**config.mk**
```make
export PLATFORM = sky130hd
export DESIGN_NAME = branch_resolve_bht
export DESIGN_NICKNAME = d
export VERILOG_FILES = /design/src/rtl/branch_resolve_bht.sv
export SDC_FILE = /design/constraint.sdc
export NUM_CORES = 1
export LEC_CHECK = 0
export ABC_AREA = 1
export CAP_MARGIN = 25
export CELL_PAD_IN_SITES_DETAIL_PLACEMENT = 0
export CELL_PAD_IN_SITES_GLOBAL_PLACEMENT = 1
export CORE_ASPECT_RATIO = 1.4
export CORE_MARGIN = 1.5
export CORE_UTILIZATION = 39
export CTS_BUF_LIST = sky130_fd_sc_hd__clkbuf_4
export CTS_CLUSTER_DIAMETER = 200
export DETAILED_ROUTE_END_ITERATION = 7
export GPL_ROUTABILITY_DRIVEN = 0
export PLACE_DENSITY = 0.95
export SLEW_MARGIN = 25
export SYNTH_ARGS = -nofsm -noshare
export SYNTH_HDL_FRONTEND = slang
export SYNTH_SLANG_ARGS = --single-unit
```
**constraint.sdc**
```tcl
create_clock -name clk -period 15.46 [get_ports clk]
set_input_delay 2.319 -clock clk [delete_from_list [all_inputs] [get_ports clk]]
set_output_delay 2.319 -clock clk [all_outputs]
set_load 0.005 [all_outputs]
```
**src/rtl/branch_resolve_bht.sv**
```systemverilog
// branch_resolve_bht: EX-stage branch resolution with a table of 2-bit
// saturating counters (BHT) for IF prediction.
// IF looks up pred_pc combinationally. EX resolves a branch, issues a
// registered redirect on a mispredict (or always for j/jr), and trains
// the BHT on the same clock edge.
// Optional build macro BRANCH_STATS_EN adds branch and mispredict counters.
module branch_resolve_bht #(
  parameter int         DATA_W    = 32,
  parameter int         BHT_DEPTH = 64,
  parameter logic [1:0] CNT_INIT  = 2'b01
) (
  input  logic              clk,
  input  logic              rst,
  input  logic [31:0]       pred_pc,
  output logic              pred_taken,
  input  logic              res_valid,
  input  logic [2:0]        res_op,
  input  logic [31:0]       res_pc,
  input  logic [DATA_W-1:0] res_opa,
  input  logic [DATA_W-1:0] res_opb,
  input  logic              res_pred_taken,
  input  logic [31:0]       res_target,
  input  logic [31:0]       res_fallthru,
  output logic              redirect,
  output logic [31:0]       redirect_pc,
  output logic              res_taken
`ifdef BRANCH_STATS_EN
  ,
  output logic [31:0]       stat_branches,
  output logic [31:0]       stat_mispredicts
`endif
);

  localparam int IDX_W = $clog2(BHT_DEPTH);

  localparam logic [2:0] OP_BEQ  = 3'b000;
  localparam logic [2:0] OP_BNE  = 3'b001;
  localparam logic [2:0] OP_BLEZ = 3'b010;
  localparam logic [2:0] OP_BGTZ = 3'b011;
  localparam logic [2:0] OP_BLTZ = 3'b100;
  localparam logic [2:0] OP_BGEZ = 3'b101;

  // Actual branch outcome; j (110) and jr (111) are always taken.
  function automatic logic f_cond(input logic [2:0]               op,
                                  input logic signed [DATA_W-1:0] a,
                                  input logic signed [DATA_W-1:0] b);
    logic sign;
    logic blez;
    sign = (a < 0);
    blez = sign | (a == '0);
    case (op)
      OP_BEQ:  f_cond = (a == b);
      OP_BNE:  f_cond = (a != b);
      OP_BLEZ: f_cond = blez;
      OP_BGTZ: f_cond = ~blez;
      OP_BLTZ: f_cond = sign;
      OP_BGEZ: f_cond = ~sign;
      default: f_cond = 1'b1;
    endcase
  endfunction

  // Next counter value: saturate at 2'b11 on taken and at 2'b00 on not-taken.
  function automatic logic [1:0] f_sat_cnt(input logic [1:0] cnt, input logic taken);
    if (taken)
      f_sat_cnt = (cnt == 2'b11) ? 2'b11 : cnt + 2'b01;
    else
      f_sat_cnt = (cnt == 2'b00) ? 2'b00 : cnt - 2'b01;
  endfunction

  logic [1:0]  r_bht [BHT_DEPTH];
  logic        r_redirect;
  logic [31:0] r_redirect_pc;
  logic        r_res_taken;

  logic                     w_accept;
  logic                     w_is_jump;
  logic                     w_actual;
  logic                     w_mis;
  logic                     w_train;
  logic [IDX_W-1:0]         w_lkp_idx;
  logic [IDX_W-1:0]         w_upd_idx;
  logic [31:0]              w_jr_tgt;
  logic signed [DATA_W-1:0] w_opa_s;
  logic signed [DATA_W-1:0] w_opb_s;
  logic                     w_unused_bits;

  // jr target is rs, truncated or zero-extended to 32 bits.
  if (DATA_W >= 32) begin : g_jr_trunc
    assign w_jr_tgt = res_opa[31:0];
  end else begin : g_jr_zext
    assign w_jr_tgt = {{(32-DATA_W){1'b0}}, res_opa};
  end

  // Word-aligned PCs: bits [1:0] and bits above the index alias by design.
  assign w_unused_bits = ^{pred_pc[1:0], pred_pc[31:IDX_W+2],
                           res_pc[1:0], res_pc[31:IDX_W+2]};

  assign w_opa_s   = res_opa;
  assign w_opb_s   = res_opb;
  assign w_lkp_idx = pred_pc[IDX_W+1:2];
  assign w_upd_idx = res_pc[IDX_W+1:2];

  // Prediction reads the stored counter with no bypass from a same-cycle update.
  assign pred_taken = r_bht[w_lkp_idx][1];

  // The instruction in EX while redirect is high is wrong-path and is dropped.
  assign w_accept  = res_valid & ~r_redirect;
  assign w_is_jump = (res_op[2:1] == 2'b11);
  assign w_actual  = f_cond(res_op, w_opa_s, w_opb_s);
  assign w_mis     = w_actual ^ res_pred_taken;
  assign w_train   = w_accept & ~w_is_jump;

  // ---- EX -> IF boundary: registered redirect and outcome ----
  // Redirect on mispredict or any jump; hold pc/outcome when nothing is accepted.
  always_ff @(posedge clk or posedge rst) begin
    if (rst) begin
      r_redirect    <= 1'b0;
      r_redirect_pc <= 32'h0;
      r_res_taken   <= 1'b0;
    end else if (w_accept) begin
      if (w_is_jump) begin
        r_redirect    <= 1'b1;
        r_redirect_pc <= res_op[0] ? w_jr_tgt : res_target;
        r_res_taken   <= 1'b1;
      end else begin
        r_redirect    <= w_mis;
        r_redirect_pc <= w_actual ? res_target : res_fallthru;
        r_res_taken   <= w_actual;
      end
    end else begin
      r_redirect <= 1'b0;
    end
  end

  // BHT training for accepted conditional branches, committed with the redirect.
  always_ff @(posedge clk or posedge rst) begin
    if (rst) begin
      for (int i = 0; i < BHT_DEPTH; i++) begin
        r_bht[i] <= CNT_INIT;
      end
    end else if (w_train) begin
      r_bht[w_upd_idx] <= f_sat_cnt(r_bht[w_upd_idx], w_actual);
    end
  end

  assign redirect    = r_redirect;
  assign redirect_pc = r_redirect_pc;
  assign res_taken   = r_res_taken;

`ifdef BRANCH_STATS_EN
  logic [31:0] r_stat_branches;
  logic [31:0] r_stat_mispredicts;

  // Count accepted conditional branches and their mispredicts; both wrap.
  always_ff @(posedge clk or posedge rst) begin
    if (rst) begin
      r_stat_branches    <= 32'h0;
      r_stat_mispredicts <= 32'h0;
    end else if (w_train) begin
      r_stat_branches <= r_stat_branches + 32'd1;
      if (w_mis) begin
        r_stat_mispredicts <= r_stat_mispredicts + 32'd1;
      end
    end
  end

  assign stat_branches    = r_stat_branches;
  assign stat_mispredicts = r_stat_mispredicts;
`endif

endmodule

```
==> run_results.csv, run 1 <==
group,metric,value,unit
global_routing,grt_pass1_wl,55840,µm
global_routing,grt_overflow,0,
worst_setup_path,end_kind,"output pin",
clock_tree,hold_buffers,0,
detailed_routing,top_layer,"met4",
clock_tree,root_buffer,"clkbuf_4",
worst_setup_path,critPathRequiredTime,13.14,ns
synth,synth_top_area_share,27.96,%
place,dp_hpwl,23920,µm
detailed_routing,met2_length,17410,µm
detailed_routing,dr_total_vias,11300,
detailed_routing,drc_errors,0,
synth,synthCells,1740,
finish,area_growth,21.28,%
global_routing,grt_pass1_vias,10780,
die,start_util,39.77,%
clock_tree,cts_max_level,4,
timing,tightest_slew,1.020,ns
synth,netlist_top_cells_count,"800 x nand2_1, 198 x inv_1, 164 x nor2_1, 98 x dfrtp_1, 81 x o21ai_0",
power,p_per_area,82.83,mW/mm²
worst_setup_path,crit_arrival,5.24,ns
synth,syn-cell-area,0.01074,mm²
clock_tree,worstSkewPairLatency,0.60,ns
worst_hold_path,hold_path_class,"reg -> reg",
clock_tree,cts_made_buffers,17,
synth,synth_edf_count,0,
timing,setup_viol,0,
timing,period_share,48.87,%
detailed_routing,wl_met1,13820,µm
timing,finalHoldViolCount,0,
worst_setup_path,setup.worst_path.start_class,"input port",
die,die-area,0.02856,mm²
place,portBuffers,181,
die,die_w,143.3,µm
synth,synth-seq-area-share,38.49,%
synth,ys_ff_latch,162,
clock_tree,cts_setup_buffers,0,
timing,fin_crit,7.556,ns
timing,drv_slew,0,
worst_setup_path,slowest_delay,1.14,ns
synth,synth.largest_area_cell,"nand2_1",
synth,syn-num-nets,1939,
die,num_rows,71,
detailed_routing,drt_iter0_markers,654,
synth,yosysWarnings,0,
finish,num-nets-final,2076,
finish,fillCellCount,2886,
timing,clock.fmax,132.4,MHz
synth,synthFlopType,"dfrtp_1",
synth,async_reset_ff_share,100.0,%
detailed_routing,wl_per_cell,15.52,µm
clock_tree,cts_sinks,162,
global_routing,grt_use_total,25.24,%
global_routing,antenna_found_initial,1,
detailed_routing,vias_per_cell,5.009,
synth,synth_area_leaders,"nand2_1 28%, dfrtp_1 23%, dfstp_2 16%, inv_1 6.9%, nor2_1 5.7%",
worst_setup_path,path_cells,"clkdlybuf4s50_1 > inv_1 > o21ai_0 > o22ai_1 > or2_2 > o211ai_1 > o211ai_1 > nand3_1 > nand2_1 > clkdlybuf4s50_1",
synth,avgSynthCellArea,6.173,µm²
timing,slew-limit-headroom,31.77,%
worst_setup_path,worstSetupPathType,"in -> out",
synth,synth.most_common_cell,"nand2_1",
detailed_routing,ant_nets,0,
finish,multi_input_area,0.005469,mm²
clock_tree,cts_resized,0,
detailed_routing,met3_length,2388,µm
outcome,status,"finished clean",
power,ir_drop,0.00003807,V
finish,fin_util,48.24,%
worst_setup_path,cp_max_fo,25,
clock_tree,cts_buffer_depth,2,
timing,rsz0062_at_grt,"no",
die,core,0.02701,mm²
run,maxCapViolCount,0,
die,boundaryPins,234,
detailed_routing,drt_first_pass_iters,6,
global_routing,grt_max_degree,104,
timing,tns,0,ns
clock_tree,cts_tree,"yes",
timing,finClkSkew,0.03248,ns
finish,drive_gt1_share,6.296,%
power,leakagePower,6.433,nW
detailed_routing,drt-total-wl,35020,µm
synth,yosysUniqueCellTypes,28,
finish,seq_area,0.004134,mm²
die,die_h,199.4,µm
worst_setup_path,crit_slowest_cell,"clkdlybuf4s50_1",
clock_tree,clk_pin_slew,0.12,ns
per-layer routing:
layer,vias up,GRT usage (%)
met5,-,0
met4,0,12.17
met3,82,5.008
met2,461,44.16
met1,5174,29.38
li1,5584,-
critical path: cells and delay by family:
family | cells | cell delay, ns
compound gates | 4 | 0.48
buf+inv | 3 | 1.98
simple gates | 3 | 0.44
stage by stage:
step                      power, mW  cell area (µm²)  std cells  hold WS [ns]  setup slack, ns
final                         1.079            13030       2256        0.4745            7.904
after global routing          1.141            13030       2256        0.4822            7.748
after CTS                     1.089            13020       2255        0.4761            7.957
after detailed placement     0.8096            12720       2223        0.4568            7.979
after global placement       0.8055            12720       2223        0.4532            7.967
after floorplan              0.6768            10740       1740        0.4465            8.870
logic make-up after synthesis:
family	share of synthesized area (%)
buffers and inverters	10.65
flip-flops	38.49
AND/OR/NAND/NOR	39.98
AO/OA/AOI/OAI	8.771
XOR/XNOR	2.120
placed cells by master (no fill, tap or decap), types with 9 or more instances in the layout:
cell type	Yosys	layout
a21oi_1	71	71
inv_1	198	197
nand3_1	77	77
clkbuf_4	0	24
o21ai_1	9	9
dfrtp_1	98	98
nor3_1	38	38
buf_4	2	14
nor2_1	164	162
nand2_1	800	800
dfstp_2	64	64
o21ai_0	81	81
xnor2_1	26	26
clkdlybuf4s50_1	0	179
power breakdown:
group	leakage (nW)	total [mW]	switching (mW)	internal, mW
clock	0.164	0.277	0.154	0.123
sequential	1.94	0.515	0.0293	0.485
combinational	4.33	0.287	0.164	0.124
sequential cells by signal, summed over array words and instances, names as in the netlist:
signal and cells:
redirect 1, redirect_pc 32, r_bht 128, res_taken 1
area by class of cell:
| cell class | instances | share of cell area [%] |
|---|---|---|
| Antenna cell | 1 | 0.01921 |
| Clock buffer | 24 | 1.383 |
| Tap cell | 365 | 3.506 |
| Multi-Input combinational cell | 1300 | 41.98 |
| Timing Repair Buffer | 194 | 14.60 |
| Inverter | 202 | 5.897 |
| Clock inverter | 8 | 0.8836 |
| Sequential cell | 162 | 31.73 |
path summary, 6_finish.rpt:
path / end / cells after the start / slack (ns) / startpoint
max: pred_taken / 10 / 7.90 / pred_pc[3]
min: r_bht[118]$_DFFE_PP1P_ / 2 / 0.47 / r_bht[118]$_DFFE_PP1P_
max reg2reg: r_bht[41]$_DFFE_PP0P_ / 15 / 12.97 / r_bht[16]$_DFFE_PP1P_
min reg2reg: r_bht[118]$_DFFE_PP1P_ / 2 / 0.47 / r_bht[118]$_DFFE_PP1P_
max in group asynchronous: r_bht[41]$_DFFE_PP0P_ / 3 / 11.90 / rst
min in group asynchronous: redirect_pc[28]$_DFFE_PP0P_ / 2 / 2.27 / rst
Note: power is estimated with default switching activity, not from simulation.
==> run 2, diff against run 1 <==
- CORE_UTILIZATION: 39 -> 36
- PLACE_DENSITY: 0.95 -> 0.9
- clock period: 15.46 -> 7.8 ns (I/O delays scaled with it)
==> run 2 against run 1 <==
Combinational power grew 100%; non-clock buffer count grew 2; design area grew 0.35%; setup slack lost 5.4 ns; sequential share of layout area shrank 0.11 points; clock skew shrank 0.0086 ns; routed wire length grew 2.3%; sequential power grew 98%; utilization shrank 3.6 points; global-route usage shrank 1.1 points; flip-flop and latch count is the same; cell count grew 0.75%; critical path type unchanged; largest cell class unchanged; largest power group unchanged.
==> run_results.csv, run 2 (synthesis gave the netlist of run 1 again) <==
group,metric,value,unit
outcome,status,"finished clean",
worst_setup_path,regToRegStartpoint,"redirect$_DFF_PP0_",
clock_tree,cts_made_buffers,17,
worst_setup_path,end_kind,"output pin",
detailed_routing,drt_first_pass_iters,7,
worst_setup_path,rrSetupSlack,5.02,ns
detailed_routing,drc_errors,0,
finish,regMostFlops,"r_bht",
die,die_w,149.0,µm
die,die-area,0.03090,mm²
power,ir_drop,0.00007147,V
timing,tightest_slew,0.9120,ns
finish,instances_no_fill,2273,
worst_hold_path,hold_path_class,"reg -> reg",
die,num_rows,74,
worst_hold_path,min_path_cells,2,
worst_setup_path,crit_arrival,4.12,ns
power,power,2.168,mW
die,core,0.02926,mm²
global_routing,grt_pass1_wl,58450,µm
worst_setup_path,worstReg2RegEnd,"r_bht[87]$_DFFE_PP0P_",
timing,setup_viol,0,
detailed_routing,wl_per_cell,15.76,µm
finish,drive_gt1_share,6.237,%
worst_setup_path,reg2regPathDepth,13,
timing,finClkSkew,0.02386,ns
timing,holdWs,0.4740,ns
clock_tree,hold_buffers,0,
die,boundaryPins,234,
timing,period_share,67.83,%
global_routing,grt_pass1_vias,11210,
finish,layout.cells.most_common,"nand2_1",
clock_tree,cts_tree,"yes",
finish,largest_reg_flops,128,
finish,final_cell_mix,"800 x nand2_1, 196 x inv_1, 179 x clkdlybuf4s50_1",
finish,num-nets-final,2078,
detailed_routing,dr_total_vias,11250,
detailed_routing,drt_iter0_markers,723,
detailed_routing,vias_per_cell,4.949,
run,maxCapViolCount,0,
worst_setup_path,critPathRequiredTime,6.63,ns
worst_hold_path,hold_start,"r_bht[122]$_DFFE_PP1P_",
place,placedCellCount,2240,
place,portBuffers,181,
timing,rsz0062_at_grt,"no",
place,dp_hpwl,24580,µm
global_routing,grt_use_total,24.16,%
worst_setup_path,worstSetupPathType,"in -> out",
timing,fin_crit,5.291,ns
detailed_routing,drt-total-wl,35820,µm
die,die_h,207.4,µm
clock_tree,cts_sinks,162,
timing,drv_slew,0,
worst_setup_path,startpoint,"pred_pc[2]",
clock_tree,worstSkewPairLatency,0.63,ns
power,p_per_area,165.9,mW/mm²
global_routing,antenna_found_initial,1,
clock_tree,cts_resized,0,
clock_tree,root_buffer,"clkbuf_4",
timing,finalHoldViolCount,0,
worst_setup_path,cp_max_fo,41,
clock_tree,cts_setup_buffers,0,
clock_tree,cts_max_level,4,
timing,slew-limit-headroom,39.13,%
timing,tns,0,ns
worst_setup_path,setup.worst_path.start_class,"input port",
finish,fin_util,44.68,%
global_routing,grt_overflow,0,
die,start_util,36.71,%
worst_hold_path,hold_path_end,"r_bht[122]$_DFFE_PP1P_",
timing,clock.fmax,189.0,MHz
clock_tree,clk_pin_slew,0.13,ns
finish,area_growth,21.70,%
clock_tree,cts_buffer_depth,2,
detailed_routing,ant_nets,0,
power,leakagePower,6.432,nW
global_routing,grt_max_degree,99,
[run 2: final cells by class]
| type | instances | area, µm² |
|---|---|---|
| clock inverters | 13 | 166.4 |
| flip-flops and latches | 162 | 4134 |
| inverters | 202 | 768.2 |
| clock buffers | 19 | 142.6 |
| diodes | 1 | 2.502 |
| well taps | 380 | 475.5 |
| repair buffers | 196 | 1914 |
| multi-input cells | 1300 | 5469 |
| fillers | 3145 | 16190 |
[run 2: how the worst max path moves through the flow]
stage / endpoint / slack (ns) / cells after the start
2_1_floorplan: r_bht[101]$_DFFE_PP0P_ / 2.36 / 1
4_1_cts: pred_taken / 2.55 / 11
3_5_place_dp: pred_taken / 2.58 / 11
5_1_grt: pred_taken / 2.33 / 10
3_3_place_gp: pred_taken / 2.61 / 11
6_report: pred_taken / 2.51 / 11
[run 2: stage by stage]
step / worst slack (ns) / area, µm²
final: 2.510 / 13070
after global routing: 2.332 / 13070
after CTS: 2.545 / 13070
after detailed placement: 2.578 / 12760
after global placement: 2.613 / 12760
after floorplan: 2.359 / 10740
[run 2: routing by layer]
metal | global-route usage (%) | part of all wire [%] | vias up
li1 | - | - | 5587
met1 | 27.51 | 39 | 5134
met2 | 41.70 | 49 | 436
met3 | 5.077 | 6.9 | 92
met4 | 13.18 | 4.7 | 0
met5 | 0 | 0 | -
[run 2: where the power goes]
group	internal, mW	switching [mW]
Clock	0.255	0.321
Combinational	0.245	0.327
Sequential	0.962	0.0569
Total	1.46	0.705
[run 2: critical path, stage by stage]
cell and delay (ns):
clkdlybuf4s50_1 0.46, buf_4 0.38, inv_1 0.52, o21ai_0 0.33, o22ai_1 0.13, or2_2 0.28, o211ai_1 0.09, o211ai_1 0.12
nand3_1 0.10, nand2_1 0.07, clkdlybuf4s50_1 0.44
==> patch 1: new RTL, settings of run 2 <==
`BHT_DEPTH`: 64 -> 128.
--- a/src/rtl/branch_resolve_bht.sv
+++ b/src/rtl/branch_resolve_bht.sv
@@ -8,3 +8,3 @@
   parameter int         DATA_W    = 32,
-  parameter int         BHT_DEPTH = 64,
+  parameter int         BHT_DEPTH = 128,
   parameter logic [1:0] CNT_INIT  = 2'b01
Formal check against the unedited RTL: not equivalent (a bounded check fails within 4 cycles, from zero or initial values and one cycle with rst high).
==> patch 1 against run 2 <==
  * The run now ends with design-rule violations left
  * Synthesized area increased by 72%
  * Setup slack got worse by 0.12 ns
  * Sequential cell count increased by 128
  * Non-clock buffer count increased by 25
  * Clock skew increased by 0.059 ns
  * Routed wire length increased by 85%
  * Core utilization decreased by 1.2 points
  * Power increased by 89%
  * Design area increased by 67%
  * First-iteration DRC count increased by 130%
  * Count of clock-buffer cells in the layout increased by 111
  * Cell count increased by 64%
  * Combinational power increased by 41%
  * Critical path type unchanged
==> patch 1: results (changes against run 2) <==
Drt
  – DR DRC count: 3 (+3)
  – Met2 Routed Length: 32300 um (+84%)
  – Wire length the detailed router placed on met1: 25300 um (+80%)
  – Wire per inst: 17.7 um (+13%)

Timing
  – Worst slew slack as a fraction of its limit: 0.310 (-0.0809)
  – Fin crit period: 5.41 ns (+0.119 ns)
  – Smallest hold slack: 0.464 ns (-0.0101 ns)

Yosys
  – Cell types with the largest area share after synthesis: sky130_fd_sc_hd__nand2_1 (22%), sky130_fd_sc_hd__dfrtp_1 (22%), sky130_fd_sc_hd__dfstp_2 (18%)
  – Syn Inst Count: 2873 (+65%)

Clock network
  – Bufs on Longest Clock Path: 3 (+1)
  – Clock-pin slew on the worst setup and hold paths: 0.05 ns (-0.08 ns)

Pwr
  – Flop pwr share: 0.419 (-0.051)
  – Cell internal pwr: 2.77 mW (+90%)
  – Overall power of the completed layout: 4.09 mW (+89%)
  – Leakage power total: 10.1 nW (+57%)
  – Worst supply voltage drop on vdd: 114 uV (+60%)

Placed design
  – Placed Area: 0.0207 sq mm (+62%)
  – Setup WS pre-CTS: 2.40 ns (-0.180 ns)
  – DPL Wire Length: 41500 um (+69%)
  – Port bufs: 183 (+1.1%)

Outcome
  – Violations in the final reports: design-rule violations
  – Run status: finished with violations

Global routing
  – Global routing usage on met1: 0.295 (+0.0195)
  – Met3 Usage GRT: 0.0504 (-0.000408)
  – Global-route wire length before repair: 104000 um (+78%)
  – Number of global-route vias before repair: 18817 (+68%)
  – Fraction of met2 tracks used by global routing: 0.435 (+0.0185)
  – Overall global routing resource usage: 0.252 (+0.00992)

Worst setup path
  – Number of cells on the worst reg-to-reg path: 15 (+2)
  – Worst reg2reg path endpoint: r_bht[69]$_DFFE_PP0P_
  – R2R Setup Slk: 4.61 ns (-0.41 ns)
  – Beginning of the worst register-to-register path: r_bht[151]$_DFFE_PP0P_

Worst hold path
  – Hold Crit Endpoint: r_bht[64]$_DFFE_PP1P_

Finish
  – Share of layout cells above drive strength 1: 0.107 (+0.0445)
  – Number of inserted filler cells in the final layout: 5423 (+72%)
  – Net count, final: 3217 (+55%)
-- patch 1: cell count changes after synthesis, moves of 70 or more --
cell / delta
sky130_fd_sc_hd__nor2_1: +76
sky130_fd_sc_hd__o21ai_0: +94
sky130_fd_sc_hd__nand3_1: +229
sky130_fd_sc_hd__inv_1: +84
sky130_fd_sc_hd__buf_2: +70
sky130_fd_sc_hd__nand2_1: +298
-- patch 1: area by class of cell --
cell class | count | area [sq um] | share of cell area
inverters | 290 | 1090 | 0.0501
clock buffers | 130 | 976 | 0.0446
flip-flops and latches | 290 | 7420 | 0.339
clock inverters | 28 | 181 | 0.00830
well taps | 643 | 805 | 0.0368
repair buffers | 221 | 2190 | 0.0999
multi-input cells | 2130 | 9210 | 0.421
diodes | 2 | 5.00 | 0.000229
-- patch 1: cells by family after synthesis --
kind of cell    after synthesis  synth area share
compound gates              359             0.101
flops                       290             0.403
buf+inv                     453            0.0998
simple gates               1742             0.383
xor+xnor                     29            0.0138
==> patch 2: new RTL, flow settings as in run 2 <==
Made on the original files. Put one more register stage on the output `redirect`, cleared by the reset. The value now appears one clock later. The other outputs are not delayed to match. Comments in the files are not updated.
--- a/src/rtl/branch_resolve_bht.sv
+++ b/src/rtl/branch_resolve_bht.sv
@@ -145,3 +145,9 @@
 
-  assign redirect    = r_redirect;
+  always_ff @(posedge clk or posedge rst) begin
+    if (rst) begin
+      redirect <= '0;
+    end else begin
+      redirect <= r_redirect;
+    end
+  end
   assign redirect_pc = r_redirect_pc;
Behaviour: not the same (a bounded check fails within 4 cycles, from zero or initial values and one cycle with rst high).
==> patch 2 against run 2 <==
  * Sequential cell count increased by 1
  * Design area increased by 1.4%
  * Via count increased by 5.6%
  * Power increased by 1.4%
  * Synthesized area increased by 2.9%
  * Clock power decreased by 4.5%
  * Non-clock buffer count increased by 1
  * Setup slack got worse by 0.15 ns
  * Routed wire length increased by 9.4%
  * Critical endpoint unchanged
==> patch 2: results (changes against run 2) <==
Outcome
  – Run status: completed

Global routing
  – Global-route wire length before repair: 61700 um (+5.6%)
  – Fraction of met2 tracks used by global routing: 0.416 (-0.000988)
  – Overall global routing resource usage: 0.253 (+0.0110)
  – Number of global-route vias before repair: 11468 (+2.3%)
  – Number of antenna violations at the first check in global routing: 1 (unchanged)
  – Global routing usage on met1: 0.307 (+0.0315)
  – Maximum number of pins on one net before global-route repair: 84 (-15%)
  – Met3 Usage GRT: 0.0455 (-0.00531)

Yosys
  – Cell types with the largest area share after synthesis: sky130_fd_sc_hd__dfrtp_1 (22%), sky130_fd_sc_hd__nand2_1 (20%), sky130_fd_sc_hd__dfstp_2 (15%)
  – Proportion of synthesized chip area in sequential cells: 0.376 (-0.00846)
  – Count of synthesis-stage warnings from yosys: 0 (unchanged)
  – Ranking of synthesized cells by instance count: sky130_fd_sc_hd__nand2_1 (582), sky130_fd_sc_hd__inv_1 (197), sky130_fd_sc_hd__nor2_1 (171)
  – Share of flip-flops with an asynchronous set or reset after synthesis: 1.00 (unchanged)
  – Library cell with the largest summed area after synthesis: sky130_fd_sc_hd__dfrtp_1
  – Syn_nets: 1919 (-1.0%)
  – Count of unique library cells instantiated by Yosys: 32 (+14%)
  – Syn Inst Count: 1720 (-1.1%)

Timing
  – Worst slew slack as a fraction of its limit: 0.394 (+0.00270)
  – Max Clock Skew: 0.0318 ns (+0.00790 ns)

Worst setup path
  – Highest cell delay on the worst timing path: 0.80 ns (+0.28 ns)
  – Crit path max-delay cell type: sky130_fd_sc_hd__clkdlybuf4s50_1
  – Category of cells accounting for the largest share of critical-path delay: buffers and inverters
  – Highest fanout seen on the critical path: 17 (-59%)
  – Data arrival time of the worst path: 4.27 ns (+0.15 ns)

Pwr
  – Worst supply voltage drop on vdd: 95.2 uV (+33%)
  – Leakage power total: 6.21 nW (-3.4%)
  – Cell internal pwr: 1.44 mW (-1.3%)

Drt
  – Iteration count of the initial detailed-routing pass: 6 (-1)
  – Vias per cell: 5.30 (+7.0%)
  – Detailed Route WL: 39200 um (+9.4%)
  – Violation count after the first detailed-routing iteration: 864 (+20%)

Clock network
  – Bufs on Longest Clock Path: 2 (unchanged)
  – Number of buffers added by the clock tree synthesis step: 17 (unchanged)
  – Number of H-tree levels: 4 (unchanged)
  – Clk_lat worst skew: 0.62 ns

Finish
  – Share of layout cells above drive strength 1: 0.0721 (+0.00975)
  – Net count, final: 2044 (-1.6%)
  – Count of non-filler cells in the finished layout: 2244 (-1.3%)
  – Largest Register: r_bht

Placed design
  – Setup WS pre-CTS: 2.41 ns (-0.168 ns)
  – DPL Wire Length: 25500 um (+3.7%)
==> patch 2: cell types whose count changed after synthesis, moves of 5 or more <==
cell and change:
sky130_fd_sc_hd__nand4_1 +28, sky130_fd_sc_hd__o21ai_1 +15, sky130_fd_sc_hd__nor2_1 +7, sky130_fd_sc_hd__o22ai_1 +7, sky130_fd_sc_hd__buf_6 +6, sky130_fd_sc_hd__nand3_1 +88, sky130_fd_sc_hd__inv_2 +5, sky130_fd_sc_hd__a21oi_1 +24
sky130_fd_sc_hd__or2_0 +5, sky130_fd_sc_hd__nand2_1 -218
==> patch 2: routing by layer <==
metal  part of all wire  vias up
li1                   -     5681
met1               0.39     5529
met2               0.49      558
met3              0.076      115
met4              0.048        0
met5                  0        -
==> patch 2: power by group through the flow <==
stage / clock network [mW] / registers (mW) / logic (mW)
finish: 0.551 / 1.03 / 0.617
global route: 0.600 / 1.04 / 0.680
CTS: 0.571 / 1.03 / 0.619
detailed placement: 0 / 1.04 / 0.617
global placement: 0 / 1.04 / 0.611
floorplan: 0 / 1.03 / 0.358
==> patch 2: final cells by class <==
class	instances	area [sq um]
multi-input cells	1262	5620
fillers	3197	16900
clock buffers	18	135
inverters	204	771
repair buffers	197	1920
well taps	385	482
flip-flops and latches	163	4160
clock inverters	14	161
diodes	1	2.50
==> patch 2: kinds of logic after synthesis <==
group                     share of synthesized area
xor gates and xnor gates                     0.0206
and+or+nand+nor                               0.384
buffers and inverters                         0.115
AOI/OAI and AO/OA                             0.104
DFF                                           0.376
==> patch 2: final timing paths <==
| kind | startpoint | to | slack (ns) | cells past startpoint |
|---|---|---|---|---|
| setup / recovery | pred_pc[3] | pred_taken | 2.36 | 9 |
| hold / removal | r_redirect$_DFF_PP0_ | redirect$_DFF_PP0_ | 0.43 | 0 |
| setup reg to reg | r_redirect$_DFF_PP0_ | r_bht[79]$_DFFE_PP0P_ | 5.19 | 10 |
| hold reg to reg | r_redirect$_DFF_PP0_ | redirect$_DFF_PP0_ | 0.43 | 0 |
| max in group asynchronous | rst | r_bht[61]$_DFFE_PP0P_ | 5.56 | 3 |
| min in group asynchronous | rst | r_bht[103]$_DFFE_PP0P_ | 1.07 | 2 |
